### src/rtl/watch_time_setter.sv
// Time editor: captures live time, edits fields with wrap and day clamp, commits via set_time strobe.
// Word packing (52 bits): {year[13:0], month[7:0], day[7:0], hour[7:0], min[7:0], sec[5:0]}; `TIMEOUT_EN adds idle auto-cancel.
module watch_time_setter #(
  parameter int TIMEOUT_SEC = 30
) (
  input  logic        clk,
  input  logic        rst,
  input  logic        clk1sec,
  input  logic [51:0] cur_time,
  input  logic        btn_mode,
  input  logic        btn_next,
  input  logic        btn_up,
  input  logic        btn_down,
  input  logic        btn_cancel,
  output logic [51:0] transfer_time,
  output logic        set_time,
  output logic        edit_active,
  output logic [2:0]  field_sel,
  output logic [51:0] edit_time
);

  localparam logic [51:0] RESET_TIME = {14'd2022, 8'd6, 8'd9, 8'd11, 8'd30, 6'd30};

  typedef enum logic {IDLE, EDIT} state_t;
  state_t state;

  logic [13:0] year;
  logic [7:0]  month, day, hour, minute;
  logic [5:0]  sec;
  assign {year, month, day, hour, minute, sec} = edit_time;

  logic        leap;
  logic [7:0]  max_date, day_fixed;
  logic [51:0] clamped_time, adjusted_time;
  logic [13:0] f_cur, f_lo, f_hi, f_new;
  logic        timeout_hit;

  function automatic logic [13:0] step(input logic [13:0] v, input logic [13:0] lo,
                                       input logic [13:0] hi, input logic up);
    if (up) step = (v >= hi) ? lo : v + 14'd1;
    else    step = (v <= lo) ? hi : v - 14'd1;
  endfunction

  always_comb begin
    leap = (((year % 14'd4) == 14'd0) && ((year % 14'd100) != 14'd0)) ||
           ((year % 14'd400) == 14'd0);
    case (month)
      8'd4, 8'd6, 8'd9, 8'd11: max_date = 8'd30;
      8'd2:                    max_date = leap ? 8'd29 : 8'd28;
      default:                 max_date = 8'd31;
    endcase
    day_fixed = (day > max_date) ? max_date : day;
  end

  // Every edit and commit works on the clamped view, so a stale day never escapes.
  assign clamped_time = {year, month, day_fixed, hour, minute, sec};

  always_comb begin
    f_cur = '0;
    f_lo  = '0;
    f_hi  = '0;
    case (field_sel)
      3'd0:    begin f_cur = year;              f_lo = 14'd1; f_hi = 14'd9999;           end
      3'd1:    begin f_cur = {6'd0, month};     f_lo = 14'd1; f_hi = 14'd12;             end
      3'd2:    begin f_cur = {6'd0, day_fixed}; f_lo = 14'd1; f_hi = {6'd0, max_date};   end
      3'd3:    begin f_cur = {6'd0, hour};      f_lo = 14'd0; f_hi = 14'd23;             end
      3'd4:    begin f_cur = {6'd0, minute};    f_lo = 14'd0; f_hi = 14'd59;             end
      default: begin f_cur = {8'd0, sec};       f_lo = 14'd0; f_hi = 14'd59;             end
    endcase
    f_new = step(f_cur, f_lo, f_hi, btn_up);
  end

  always_comb begin
    adjusted_time = clamped_time;
    case (field_sel)
      3'd0:    adjusted_time[51:38] = f_new;
      3'd1:    adjusted_time[37:30] = f_new[7:0];
      3'd2:    adjusted_time[29:22] = f_new[7:0];
      3'd3:    adjusted_time[21:14] = f_new[7:0];
      3'd4:    adjusted_time[13:6]  = f_new[7:0];
      default: adjusted_time[5:0]   = f_new[5:0];
    endcase
  end

`ifdef TIMEOUT_EN
  localparam int CW = $clog2(TIMEOUT_SEC + 1);
  logic [CW-1:0] tick_count;
  logic          any_btn;
  assign any_btn     = btn_mode | btn_next | btn_up | btn_down | btn_cancel;
  assign timeout_hit = (state == EDIT) && clk1sec && !any_btn &&
                       (tick_count == CW'(TIMEOUT_SEC - 1));

  always_ff @(posedge clk) begin
    if (rst || state != EDIT || any_btn || timeout_hit) tick_count <= '0;
    else if (clk1sec)                                  tick_count <= tick_count + 1'b1;
  end
`else
  logic unused_ok;
  assign timeout_hit = 1'b0;
  assign unused_ok   = clk1sec | (TIMEOUT_SEC < 0);
`endif

  always_ff @(posedge clk) begin
    if (rst) begin
      state         <= IDLE;
      set_time      <= 1'b0;
      edit_active   <= 1'b0;
      field_sel     <= 3'd0;
      transfer_time <= RESET_TIME;
      edit_time     <= RESET_TIME;
    end else begin
      set_time <= 1'b0;
      case (state)
        IDLE: begin
          if (btn_mode) begin
            edit_time   <= cur_time;
            field_sel   <= 3'd0;
            edit_active <= 1'b1;
            state       <= EDIT;
          end
        end
        default: begin
          edit_time <= clamped_time;
          if (btn_cancel || timeout_hit) begin
            edit_active <= 1'b0;
            state       <= IDLE;
          end else if (btn_mode) begin
            transfer_time <= clamped_time;
            set_time      <= 1'b1;
            edit_active   <= 1'b0;
            state         <= IDLE;
          end else if (btn_next) begin
            field_sel <= (field_sel == 3'd5) ? 3'd0 : field_sel + 3'd1;
          end else if (btn_up ^ btn_down) begin
            edit_time <= adjusted_time;
          end
        end
      endcase
    end
  end

endmodule

### config.mk
export PLATFORM = sky130hd
export DESIGN_NAME = watch_time_setter
export DESIGN_NICKNAME = d
export VERILOG_FILES = /design/src/rtl/watch_time_setter.sv
export SDC_FILE = /design/constraint.sdc
export NUM_CORES = 1
export LEC_CHECK = 0
export CAP_MARGIN = 20
export CORE_MARGIN = 8
export CORE_UTILIZATION = 56
export DETAILED_ROUTE_END_ITERATION = 16
export PLACE_DENSITY = 0.95
export SLEW_MARGIN = 20
export SYNTH_ARGS = -nofsm -noshare
export SYNTH_HDL_FRONTEND = slang
export SYNTH_SLANG_ARGS = --single-unit
### constraint.sdc
create_clock -name clk -period 15.3 [get_ports clk]
set_clock_uncertainty 0.15 [all_clocks]
set_input_delay 1.53 -clock clk [delete_from_list [all_inputs] [get_ports clk]]
set_output_delay 1.53 -clock clk [all_outputs]
set_load 0.03 [all_outputs]
==> results.json, run 1 <==
{
  "syn_area_per_cell_um2": 7.307,
  "post-route-drc-count": 0,
  "setup_viol": 0,
  "crit_path_start_kind": "register",
  "final_util_pct": 70.88,
  "grt_pass1_wl_um": 45630,
  "synthTopCellsByArea": "dfxtp_1 (28%), nand2_1 (8.8%), a21oi_1 (7.0%)",
  "slew_viol_final": 0,
  "io_buffers": 167,
  "die-area_mm2": 0.01801,
  "fin_crit_ps": 10970,
  "hold_buffers": 0,
  "cts_buffer_depth": 2,
  "crit_slowest_cell": "dfxtp_1",
  "ys_ff_latch": 110,
  "worstPathMaxFanout": 33,
  "cts_buffers": 9,
  "tightest_slew_ps": 1092,
  "setup_slack_ps": 4334,
  "hold_violations": 0,
  "area_delta_synth_final_pct": 24.75,
  "vias_per_cell": 6.600,
  "synth_top_area_share_pct": 28.14,
  "pin_count": 169,
  "grt_setup_unrepaired": "no",
  "ant_nets": 0,
  "synthesis.nets": 1145,
  "final_cell_area_mm2": 0.009763,
  "drtIter0Drc": 1177,
  "fillers": 1114,
  "yosys.area.top_type": "dfxtp_1",
  "cts_sinks": 110,
  "p_leak_nw": 3.719,
  "hold_depth": 2,
  "vias": 9002,
  "path_clk_slew_ps": 90,
  "synth_edf_count": 0,
  "cpPeakStageDelay_ps": 970,
  "ir_worst_vdd_v": 0.00007016,
  "coreArea_mm2": 0.01377,
  "ys_seq_area_share_pct": 28.14,
  "required_ps": 15420,
  "hpwlAfterDp_um": 21140,
  "drv_cap": 0,
  "timing_worst_setup_path_type": "register to register",
  "cp_top_family": "compound AO/OA/AOI/OAI gates",
  "drt-pass1-iter-count": 6,
  "dpl_cell_area_mm2": 0.009448,
  "cts_resized": 0,
  "rows": 43,
  "die_w_um": 134.2,
  "reg2reg_depth": 40,
  "synth_most_common_cell": "nand2_1",
  "yosys_warnings": 0,
  "drive_above_1_share_pct": 6.841,
  "start_util_pct": 56.82,
  "grtUsageTotal_pct": 31.35,
  "synth_area_mm2": 0.007826,
  "relSlewSlack_pct": 27.12,
  "clkLatencyLatePin_ps": 370,
  "critical_path_buf_inv_count": 1,
  "dp_slack_ps": 4854,
  "tns_ps": 0,
  "detail_route.wl_per_cell_um": 21.47,
  "cts_tree": "built",
  "h-tree-depth": 3,
  "synthFlopType": "dfxtp_1",
  "hold_class": "register to register",
  "yosys.cell_types.count": 104,
  "ys_top_cells_by_count": "nand2_1 (184), a21oi_1 (110), dfxtp_1 (110)",
  "synth_cells": 1071,
  "status": "finished, final reports clean",
  "cp.arrival_ps": 11090,
  "grt_pass1_vias": 8436,
  "grt_max_degree": 69,
  "antenna_cells": 0,
  "async_flop_share_pct": 0,
  "gp_congestion": 0.9674,
  "fmax_ghz": 0.09119,
  "antenna_found_initial": 0,
  "finalCritPeriodShare_pct": 71.68,
  "p_per_area_mw_per_mm2": 110.7,
  "postCtsSetupRepairBufs": 0,
  "cts-root-buf": "clkbuf_16",
  "final_net_count": 1253,
  "wirelength_um": 29290,
  "grt.overflow.total": 0,
  "crit_cells": 40,
  "crit_top_cell": "nand2_1",
  "design_power_total_mw": 1.081,
  "die_h_um": 134.2,
  "endpoint_kind": "register"
}
## placed cells by master, fill, tap and decap left out, types with 8 or more instances in the layout
cell type / netlist / layout
ha_1: 14 / 14
xor2_1: 8 / 8
a21oi_1: 110 / 110
dfxtp_1: 110 / 110
o21ai_0: 36 / 36
o211ai_1: 30 / 30
buf_4: 2 / 9
xnor2_1: 10 / 10
a22oi_1: 11 / 11
a31oi_1: 12 / 12
a211oi_1: 19 / 19
and2_1: 11 / 11
nor2b_1: 10 / 10
clkbuf_16: 0 / 9
o22ai_1: 9 / 9
clkdlybuf4s50_1: 0 / 166
mux2i_1: 9 / 9
nand2b_1: 10 / 10
a21o_1: 10 / 10
and3_1: 17 / 17
nor3_1: 35 / 34
nor2_1: 89 / 89
nand3_1: 40 / 40
nand2_1: 184 / 184
a221oi_1: 15 / 15
inv_1: 30 / 30
o21ai_1: 13 / 12
## report_power, final
part | switching [mW] | internal, mW
registers | 0.0439 | 0.304
logic | 0.293 | 0.194
clock network | 0.128 | 0.118
total | 0.465 | 0.616
## area by class of cell
class                      count  area [um^2]  share of cell area (%)
clock buffer                   9        225.2                   2.307
multi-input combinational    851         5177                   53.03
timing repair buffer         176         1734                   17.76
sequential                   110         2202                   22.56
tap                          180        225.2                   2.307
inverter                      31        116.4                   1.192
clock inverter                 7        82.58                  0.8458
## metal layers
layer	GRT usage (%)	share of wire, %	up-vias	wire (um)
met5	0	0	-	0
met4	16.09	5.1	0	1494
met3	7.517	11	112	3110
met2	50.04	46	545	13340
met1	38.48	39	4225	11340
li1	-	-	4120	-
## cell families after synthesis
group           count (synthesis)  synth area share (%)
compound gates                342                 30.76
xor+xnor                       19                 2.222
fa+ha+maj                      14                 2.238
buf+inv                       110                 5.883
simple gates                  460                 28.44
flops                         110                 28.14
mux                            16                 2.318
## worst register-to-register path, delay by kind of cell (launching register included)
family	cells	cell delay, ps
AO/OA/AOI/OAI	20	4220
AND/OR/NAND/NOR	15	3660
flip-flops	1	970
multiplexers	2	920
adder cells (fa/ha/maj)	2	620
buffers and inverters	1	320
## final timing paths
| path | startpoint | to | slack [ps] |
|---|---|---|---|
| min | transfer_time[13] | transfer_time[13] | 310 |
| max | edit_time[50] | edit_time[16] | 4330 |
| min reg2reg | transfer_time[13] | transfer_time[13] | 310 |
| max reg2reg | edit_time[50] | edit_time[16] | 4330 |
## flip-flops by register name, indices dropped and copies added, names as in the netlist
signal	count
field_sel	3
edit_active	1
transfer_time	52
state	1
edit_time	52
set_time	1
## per-stage QoR
| stage | hold slack (ps) | std cells |
|---|---|---|
| 6_report | 307.3 | 1364 |
| 4_1_cts | 309.3 | 1364 |
| 2_1_floorplan | 433.4 | 1071 |
| 3_5_place_dp | 296.8 | 1348 |
| 5_1_grt | 327.7 | 1364 |
| 3_3_place_gp | 291.8 | 1348 |
Note: power is estimated with default switching activity, not from simulation.
==> run 2, diff against run 1 <==
--- a/config.mk
+++ b/config.mk
@@ -7,9 +7,9 @@
 export LEC_CHECK = 0
 export CAP_MARGIN = 20
 export CORE_MARGIN = 8
-export CORE_UTILIZATION = 56
+export CORE_UTILIZATION = 52
 export DETAILED_ROUTE_END_ITERATION = 16
-export PLACE_DENSITY = 0.95
+export PLACE_DENSITY = 0.94
 export SLEW_MARGIN = 20
 export SYNTH_ARGS = -nofsm -noshare
 export SYNTH_HDL_FRONTEND = slang
==> constraint.sdc (replaced) <==
create_clock -name clk -period 10.28 [get_ports clk]
set_clock_uncertainty 0.15 [all_clocks]
set_input_delay 1.028 -clock clk [delete_from_list [all_inputs] [get_ports clk]]
set_output_delay 1.028 -clock clk [all_outputs]
set_load 0.03 [all_outputs]
==> results.json, run 2 (same netlist as run 1, synthesis figures left out) <==
{
  "slew_viol_final": 0,
  "path_clk_slew_ps": 80,
  "grtUsageTotal_pct": 29.26,
  "regArea_mm2": 0.002207,
  "rows": 45,
  "hold-worst-slack_ps": 304.3,
  "vias": 9049,
  "h-tree-depth": 3,
  "cpPeakStageDelay_ps": 590,
  "post-route-drc-count": 0,
  "grt_pass1_wl_um": 45970,
  "tightest_slew_ps": 1125,
  "final_net_count": 1278,
  "drv_cap": 0,
  "p_per_area_mw_per_mm2": 165.7,
  "critical_path_buf_inv_count": 4,
  "vias_per_cell": 6.477,
  "drive_above_1_share_pct": 9.347,
  "wirelength_um": 29180,
  "die_w_um": 138.7,
  "gp_congestion": 0.9572,
  "drt-pass1-iter-count": 5,
  "drtIter0Drc": 1009,
  "multiInputGateArea_mm2": 0.005187,
  "crit_top_cell": "nor2_1",
  "antenna_found_initial": 0,
  "postCtsSetupRepairBufs": 0,
  "crit_slowest_cell": "or4_4",
  "antenna_cells": 0,
  "area_delta_synth_final_pct": 27.91,
  "required_ps": 10400,
  "worstPathMaxFanout": 27,
  "tns_ps": 0,
  "mostFrequentLayoutCell": "nand2_1",
  "grt_pass1_vias": 8422,
  "hpwlAfterDp_um": 21490,
  "pin_count": 169,
  "relSlewSlack_pct": 24.99,
  "timing_worst_setup_path_type": "register to register",
  "ant_nets": 0,
  "layout_common_cells": "nand2_1 (183), clkdlybuf4s50_1 (166), a21oi_1 (110), dfxtp_1 (106), nor2_1 (89)",
  "crit_path_start_kind": "register",
  "largestRegisters": "edit_time x52, transfer_time x52, field_sel x3",
  "grt_setup_unrepaired": "no",
  "fin_crit_ps": 9695,
  "die-area_mm2": 0.01923,
  "clkLatencyLatePin_ps": 360,
  "finalCritPeriodShare_pct": 94.31,
  "dpl_cell_area_mm2": 0.009671,
  "cts_sinks": 110,
  "status": "finished, final reports clean",
  "cp.arrival_ps": 9820,
  "die_h_um": 138.7,
  "fmax_ghz": 0.1031,
  "placed_cells": 1381,
  "instances_no_fill": 1397,
  "coreArea_mm2": 0.01498,
  "final_cell_area_mm2": 0.01001,
  "hold_class": "register to register",
  "io_buffers": 167,
  "start_util_pct": 52.26,
  "cts_buffers": 9,
  "cp_top_family": "simple AND/OR/NAND/NOR gates",
  "cts_resized": 0,
  "endpoint_kind": "register",
  "detail_route.wl_per_cell_um": 20.88,
  "grt_max_degree": 69,
  "hold_violations": 0,
  "cts_tree": "built",
  "p_leak_nw": 3.857,
  "hold_buffers": 0,
  "cts-root-buf": "clkbuf_16",
  "cts_buffer_depth": 2,
  "fillers": 1218,
  "ir_worst_vdd_v": 0.0001265,
  "setup_viol": 0,
  "grt.overflow.total": 0
}
run 2: cell types whose count changed in the layout (fill, tap and decap cells not counted), moves of 2 or more:
cell      delta
dfxtp_1      -4
buf_4       +23
dfxtp_2      +4
clkbuf_8     +2
clkinv_8     -2
buf_12       +2
run 2: per-stage QoR:
stage	setup slack, ps	util [%]	total power [mW]
3_3_place_gp	593.9	64.57	1.249
6_report	584.9	66.84	1.659
3_5_place_dp	476.1	64.57	1.259
4_1_cts	312.7	66.69	1.641
2_1_floorplan	1696	-	1.032
5_1_grt	47.61	66.84	1.735
run 2: tightest hold or removal path, cell delays in order (launching register included):
cell and delay (ps):
dfxtp_1 310, nand2_1 50, a21oi_1 50
run 2: power by group:
part	internal, mW	leakage [nW]	total (mW)	switching [mW]
Combinational	0.312	2.80	0.775	0.463
Sequential	0.454	0.901	0.507	0.0534
Clock	0.206	0.156	0.377	0.171
Total	0.971	3.86	1.66	0.687
run 2: final cells by class:
type / instances / share of cell area [%]
repair buffers: 201 / 19.45
clock inverters: 5 / 0.6499
multi-input cells: 851 / 51.82
well taps: 188 / 2.350
inverters: 31 / 1.162
clock buffers: 11 / 2.525
flip-flops and latches: 110 / 22.05
run 2: worst paths after layout:
path / startpoint / to / slack, ps / cells past startpoint
worst min-delay path: transfer_time[35] / transfer_time[35] / 300 / 2
worst min register to register: transfer_time[35] / transfer_time[35] / 300 / 2
worst max-delay path: edit_time[50] / edit_time[8] / 580 / 43
worst max register to register: edit_time[50] / edit_time[8] / 580 / 43
run 2: layer usage:
| layer | track usage, % | wire (um) | vias to the layer above |
|---|---|---|---|
| li1 | - | - | 4173 |
| met1 | 36.14 | 11370 | 4172 |
| met2 | 47.07 | 13330 | 591 |
| met3 | 6.747 | 3008 | 113 |
| met4 | 14.56 | 1462 | 0 |
| met5 | 0 | 0 | - |
==> patch 1 (config.mk and constraints of run 2) <==
Add an input register stage for `cur_time`, without a reset; this delays it by one clock. The other inputs are not delayed to match.
--- a/src/rtl/watch_time_setter.sv
+++ b/src/rtl/watch_time_setter.sv
@@ -22,6 +22,13 @@
   localparam logic [51:0] RESET_TIME = {14'd2022, 8'd6, 8'd9, 8'd11, 8'd30, 6'd30};
 
   typedef enum logic {IDLE, EDIT} state_t;
+
+  logic [51:0] cur_time_q;
+
+  always_ff @(posedge clk) begin
+    cur_time_q <= cur_time;
+  end
+
   state_t state;
 
   logic [13:0] year;
@@ -113,7 +120,7 @@
       case (state)
         IDLE: begin
           if (btn_mode) begin
-            edit_time   <= cur_time;
+            edit_time   <= cur_time_q;
             field_sel   <= 3'd0;
             edit_active <= 1'b1;
             state       <= EDIT;
Behaviour: not the same (Yosys sat finds a counterexample within 4 cycles, from zero or initial values and one cycle with rst high).
==> patch 1 against run 2 <==
  * Power up 33%
  * Area after synthesis up 13%
  * Via count up 8.1%
  * Wire length is 9.9% higher
  * Design area is 14% higher
  * Worst setup slack lost 41 ps
  * Global-route usage down 0.88 points
  * Maximum frequency shrank 0.42%
  * Sequential cell count up 52
  * Largest cell class unchanged
==> patch 1: results (changes against run 2) <==
metric,value,unit,change
outcome,completed,,unchanged
layout cells sized above 1,0.107,,was 0.0935
Mapped Cells,1096,,was 1071
top cell type's share of synthesized area,0.366,,was 0.281
Crit Reg-Reg Endpoint,edit_time[26]$_SDFFE_PP0N_,,was edit_time[8]$_SDFFE_PP1P_
final non-filler cell total,1477,,was 1397
Final nets,1318,,was 1278
Vias,9781,,was 9049
CTS H-tree depth,4,,was 3
largest net degree at the start of global routing,70,,was 69
first-pass iteration count of the detailed router,6,,was 5
WL/cell,21.7,µm,was 20.9 µm
"top cells by count, synth","dfxtp_1, nand2_1, nor2_1, a21oi_1, clkbuf_1",,"was nand2_1, a21oi_1, dfxtp_1, nor2_1, clkbuf_1"
register area share after synthesis,0.366,,was 0.281
reg2reg setup slack,540,ps,was 580 ps
most area-consuming cells after synthesis,"dfxtp_1, nand2_1, a21oi_1",,unchanged
GRT Total Usage,0.284,,was 0.293
placed cell count,1445,,was 1381
clk_lat worst skew,430,ps,was 360 ps
die width,147,µm,was 139 µm
Reg2Reg Launch Point,edit_time[48]$_SDFFE_PP1P_,,was edit_time[50]$_SDFFE_PP0P_
vias in the first global route,9375,,was 8422
arrival time at the worst endpoint,9940,ps,was 9820 ps
Leakage,4.30,nW,was 3.86 nW
Min-Delay Startpoint,transfer_time[20]$_SDFFE_PP0P_,,was transfer_time[35]$_SDFFE_PP0P_
CTS buffer count,17,,was 9
Synthesized Nets,1170,,was 1145
CP max stage delay,730,ps,was 590 ps
dpl hpwl,22300,µm,was 21500 µm
Synth cell types,103,,was 104
global-route wire length before repair,50000,µm,was 46000 µm
fillcell total,1254,,was 1218
Sw Pwr,865,µW,was 687 µW
CP Max Fanout,17,,was 27
Slew HR,0.273,,was 0.250
[patch 1: area by class of cell]
cell class | instances | area (µm²) | area share
multi-input cells | 833 | 5240 | 0.460
clock buffers | 18 | 429 | 0.0376
repair buffers | 206 | 1960 | 0.172
well taps | 220 | 275 | 0.0241
flip-flops and latches | 162 | 3250 | 0.285
clock inverters | 14 | 154 | 0.0135
inverters | 24 | 92.6 | 0.00812
[patch 1: worst max path at each step]
stage | slack [ps] | cells past startpoint | endpoint | start
3_3_place_gp | 740 | 37 | edit_time[4]$_SDFFE_PP1P_ | edit_time[51]$_SDFFE_PP0P_
3_5_place_dp | 550 | 40 | edit_time[12]$_SDFFE_PP0P_ | edit_time[51]$_SDFFE_PP0P_
6_report | 540 | 44 | edit_time[26]$_SDFFE_PP0N_ | edit_time[48]$_SDFFE_PP1P_
4_1_cts | 380 | 44 | edit_time[26]$_SDFFE_PP0N_ | edit_time[51]$_SDFFE_PP0P_
2_1_floorplan | 1570 | 43 | edit_time[42]$_SDFFE_PP0P_ | edit_time[50]$_SDFFE_PP0P_
5_1_grt | 30 | 45 | edit_time[26]$_SDFFE_PP0N_ | edit_time[48]$_SDFFE_PP1P_
[patch 1: stage by stage]
stage	utilization	setup WS [ps]	hold slack, ps	area, µm²	power, mW
2_1_floorplan	-	1570	283	8870	1.30
3_3_place_gp	0.649	744	291	10800	1.53
3_5_place_dp	0.649	551	296	10800	1.55
4_1_cts	0.684	383	306	11400	2.18
5_1_grt	0.685	25.0	328	11400	2.29
6_report	0.685	544	306	11400	2.21
[patch 1: power groups by stage]
stage / combinational, mW / sequential (mW) / clock [mW]
3_5_place_dp: 0.806 / 0.739 / 0
6_report: 0.841 / 0.730 / 0.638
3_3_place_gp: 0.792 / 0.737 / 0
2_1_floorplan: 0.544 / 0.757 / 0
5_1_grt: 0.896 / 0.733 / 0.663
4_1_cts: 0.817 / 0.725 / 0.640
[patch 1: kinds of logic (layout without fill, tap and decap cells)]
group           Yosys count  count (layout)  synth area share
simple gates            439             439             0.243
compound gates          354             354             0.296
flops                   162             162             0.366
buf+inv                 101             262            0.0461
mux                      15              15            0.0190
fa+ha+maj                14              14            0.0198
xor+xnor                 11              11            0.0109
[patch 1: worst max-delay path, delay by kind of cell (launching register included)]
| family | cells | cell delay [ps] |
|---|---|---|
| AOI/OAI and AO/OA | 20 | 4700 |
| adders and majority gates | 2 | 490 |
| buffers and inverters | 3 | 330 |
| DFF | 1 | 730 |
| muxes | 1 | 100 |
| and+or+nand+nor | 18 | 3150 |
[patch 1: layer usage]
layer  routed length, µm  share of wire  GRT usage  vias to the layer above
met5                   0              0          0                        -
li1                    -              -          -                     4356
met1               11600           0.36      0.322                     4541
met2               14800           0.46      0.465                      717
met4                1910          0.060      0.158                        0
met3                3800           0.12     0.0905                      167
==> patch 2 (flow settings as in run 2) <==
Without the edit above. The option `TIMEOUT_EN` is turned on by a define.
--- a/src/rtl/watch_time_setter.sv
+++ b/src/rtl/watch_time_setter.sv
@@ -1,5 +1,7 @@
 // Time editor: captures live time, edits fields with wrap and day clamp, commits via set_time strobe.
 // Word packing (52 bits): {year[13:0], month[7:0], day[7:0], hour[7:0], min[7:0], sec[5:0]}; `TIMEOUT_EN adds idle auto-cancel.
+`define TIMEOUT_EN
+
 module watch_time_setter #(
   parameter int TIMEOUT_SEC = 30
 ) (
Check against the original RTL: same outputs for any inputs over 4 cycles, from zero or initial values and one cycle with rst high; that may be too few to reach the edited logic, so the function may still have changed.
==> patch 2 against run 2 <==
  * Global-route usage up 1.0 points
  * Sequential cell count up 5
  * Design area up 7.8%
  * Wire length up 7.5%
  * Non-clock buffer count up 12
  * Critical endpoint is now edit_time[12]$_SDFFE_PP0P_
  * Power up 20%
  * Worst hold slack better by 1.8 ps
  * Largest power group unchanged
  * Worst setup slack worse by 90 ps
  * Cell count up 5.6%
  * Area after synthesis up 3.9%
  * Sequential share of layout area down 0.69 points
  * Synthesized cell count up 2.4%
==> patch 2: results (changes against run 2) <==
metric,value,unit,change
register area share after synthesis,0.283,,was 0.281
CLK BUF,19,,was 11
"Reg clk slew, reported paths",60,ps,was 80 ps
largest net degree at the start of global routing,110,,was 69
"slowest stage cell, crit path",nor3_1,,was or4_4
Inverters,32,,was 31
CP Max Fanout,11,,was 27
outcome,completed,,unchanged
DR iter-0 viols,1334,,was 1009
Crit Reg-Reg Endpoint,edit_time[12]$_SDFFE_PP0P_,,was edit_time[8]$_SDFFE_PP1P_
arrival time at the worst endpoint,9960,ps,was 9820 ps
buffer share of cell area,0.187,,was 0.194
clk_lat worst skew,430,ps,was 360 ps
crit path launch,edit_time[48]$_SDFFE_PP1P_,,was edit_time[50]$_SDFFE_PP0P_
Max Clock Freq,0.102,GHz,was 0.103 GHz
Yosys reg bits,115,,was 110
Synthesized Nets,1173,,was 1145
global-route wire length before repair,48300,µm,was 46000 µm
vias in the first global route,9084,,was 8422
ClkCell Share,0.0562,,was 0.0317
Vias,9592,,was 9049
Synth cell types,102,,was 104
Max IR drop VDD,0.000138,V,was 0.000126 V
pre-CTS setup slack,511,ps,was 476 ps
Min-Delay Startpoint,transfer_time[49]$_SDFFE_PP0P_,,was transfer_time[35]$_SDFFE_PP0P_
Mapped Cells,1097,,was 1071
placed cell count,1439,,was 1381
most area-consuming cells after synthesis,"dfxtp_1, a21oi_1, nand2_1",,"was dfxtp_1, nand2_1, a21oi_1"
nonclk buf count,213,,was 201
first-pass iteration count of the detailed router,6,,was 5
layout cells sized above 1,0.108,,was 0.0935
Worst Hold Path EP,transfer_time[49]$_SDFFE_PP0P_,,was transfer_time[35]$_SDFFE_PP0P_
"top cells by count, synth","nand2_1, a21oi_1, dfxtp_1, nor2_1, clkbuf_1",,unchanged
IO Port Bufs,168,,was 167
reg2reg setup slack,490,ps,was 580 ps
Leakage,4.15,nW,was 3.86 nW
Final nets,1327,,was 1278
cell family with most CP delay,compound AO/OA/AOI/OAI gates,,was simple AND/OR/NAND/NOR gates
patch 2: changes by cell type in the layout (fill, tap and decap cells not counted), sizes merged, moves of 11 or more:
| cell | before | now |
|---|---|---|
| nand3b | 5 | 25 |
| o211ai | 31 | 9 |
| buf | 35 | 46 |
| a211o | 2 | 18 |
| nand2 | 184 | 155 |
| nand3 | 40 | 13 |
| nor2 | 91 | 116 |
| a21oi | 111 | 123 |
patch 2: layer usage:
metal | up-vias | track usage | share of wire
met2 | 687 | 0.491 | 0.46
met3 | 129 | 0.0777 | 0.11
met1 | 4445 | 0.357 | 0.38
met5 | - | 0 | 0
li1 | 4331 | - | -
met4 | 0 | 0.176 | 0.047
patch 2: metrics by stage:
stage	cell area, µm²	hold WS, ps
global route	10800	330
detailed placement	10100	297
floorplan	8140	321
global placement	10100	291
finish	10800	306
CTS	10700	306
patch 2: what timing repair did:
item | in CTS | in global routing
gates resized for setup | 0 | 19
setup buffers | 0 | 4
setup endpoints to repair | 0 | 51
hold buffers | 0 | 0
patch 2: cells by family (layout without fill, tap and decap cells):
group / count (synthesis) / in the layout / share of synthesized area
XOR/XNOR: 21 / 21 / 0.0226
multiplexers: 21 / 21 / 0.0271
AND/OR/NAND/NOR: 439 / 439 / 0.261
buffers and inverters: 110 / 277 / 0.0546
flip-flops: 115 / 115 / 0.283
adder cells (fa/ha/maj): 16 / 16 / 0.0246
AO/OA/AOI/OAI: 375 / 375 / 0.327
patch 2: power by group:
| group | leakage [nW] | total, mW | switching (mW) | internal [mW] |
|---|---|---|---|---|
| Clock | 0.297 | 0.623 | 0.237 | 0.385 |
| Sequential | 0.941 | 0.520 | 0.0483 | 0.472 |
| Combinational | 2.92 | 0.843 | 0.501 | 0.341 |
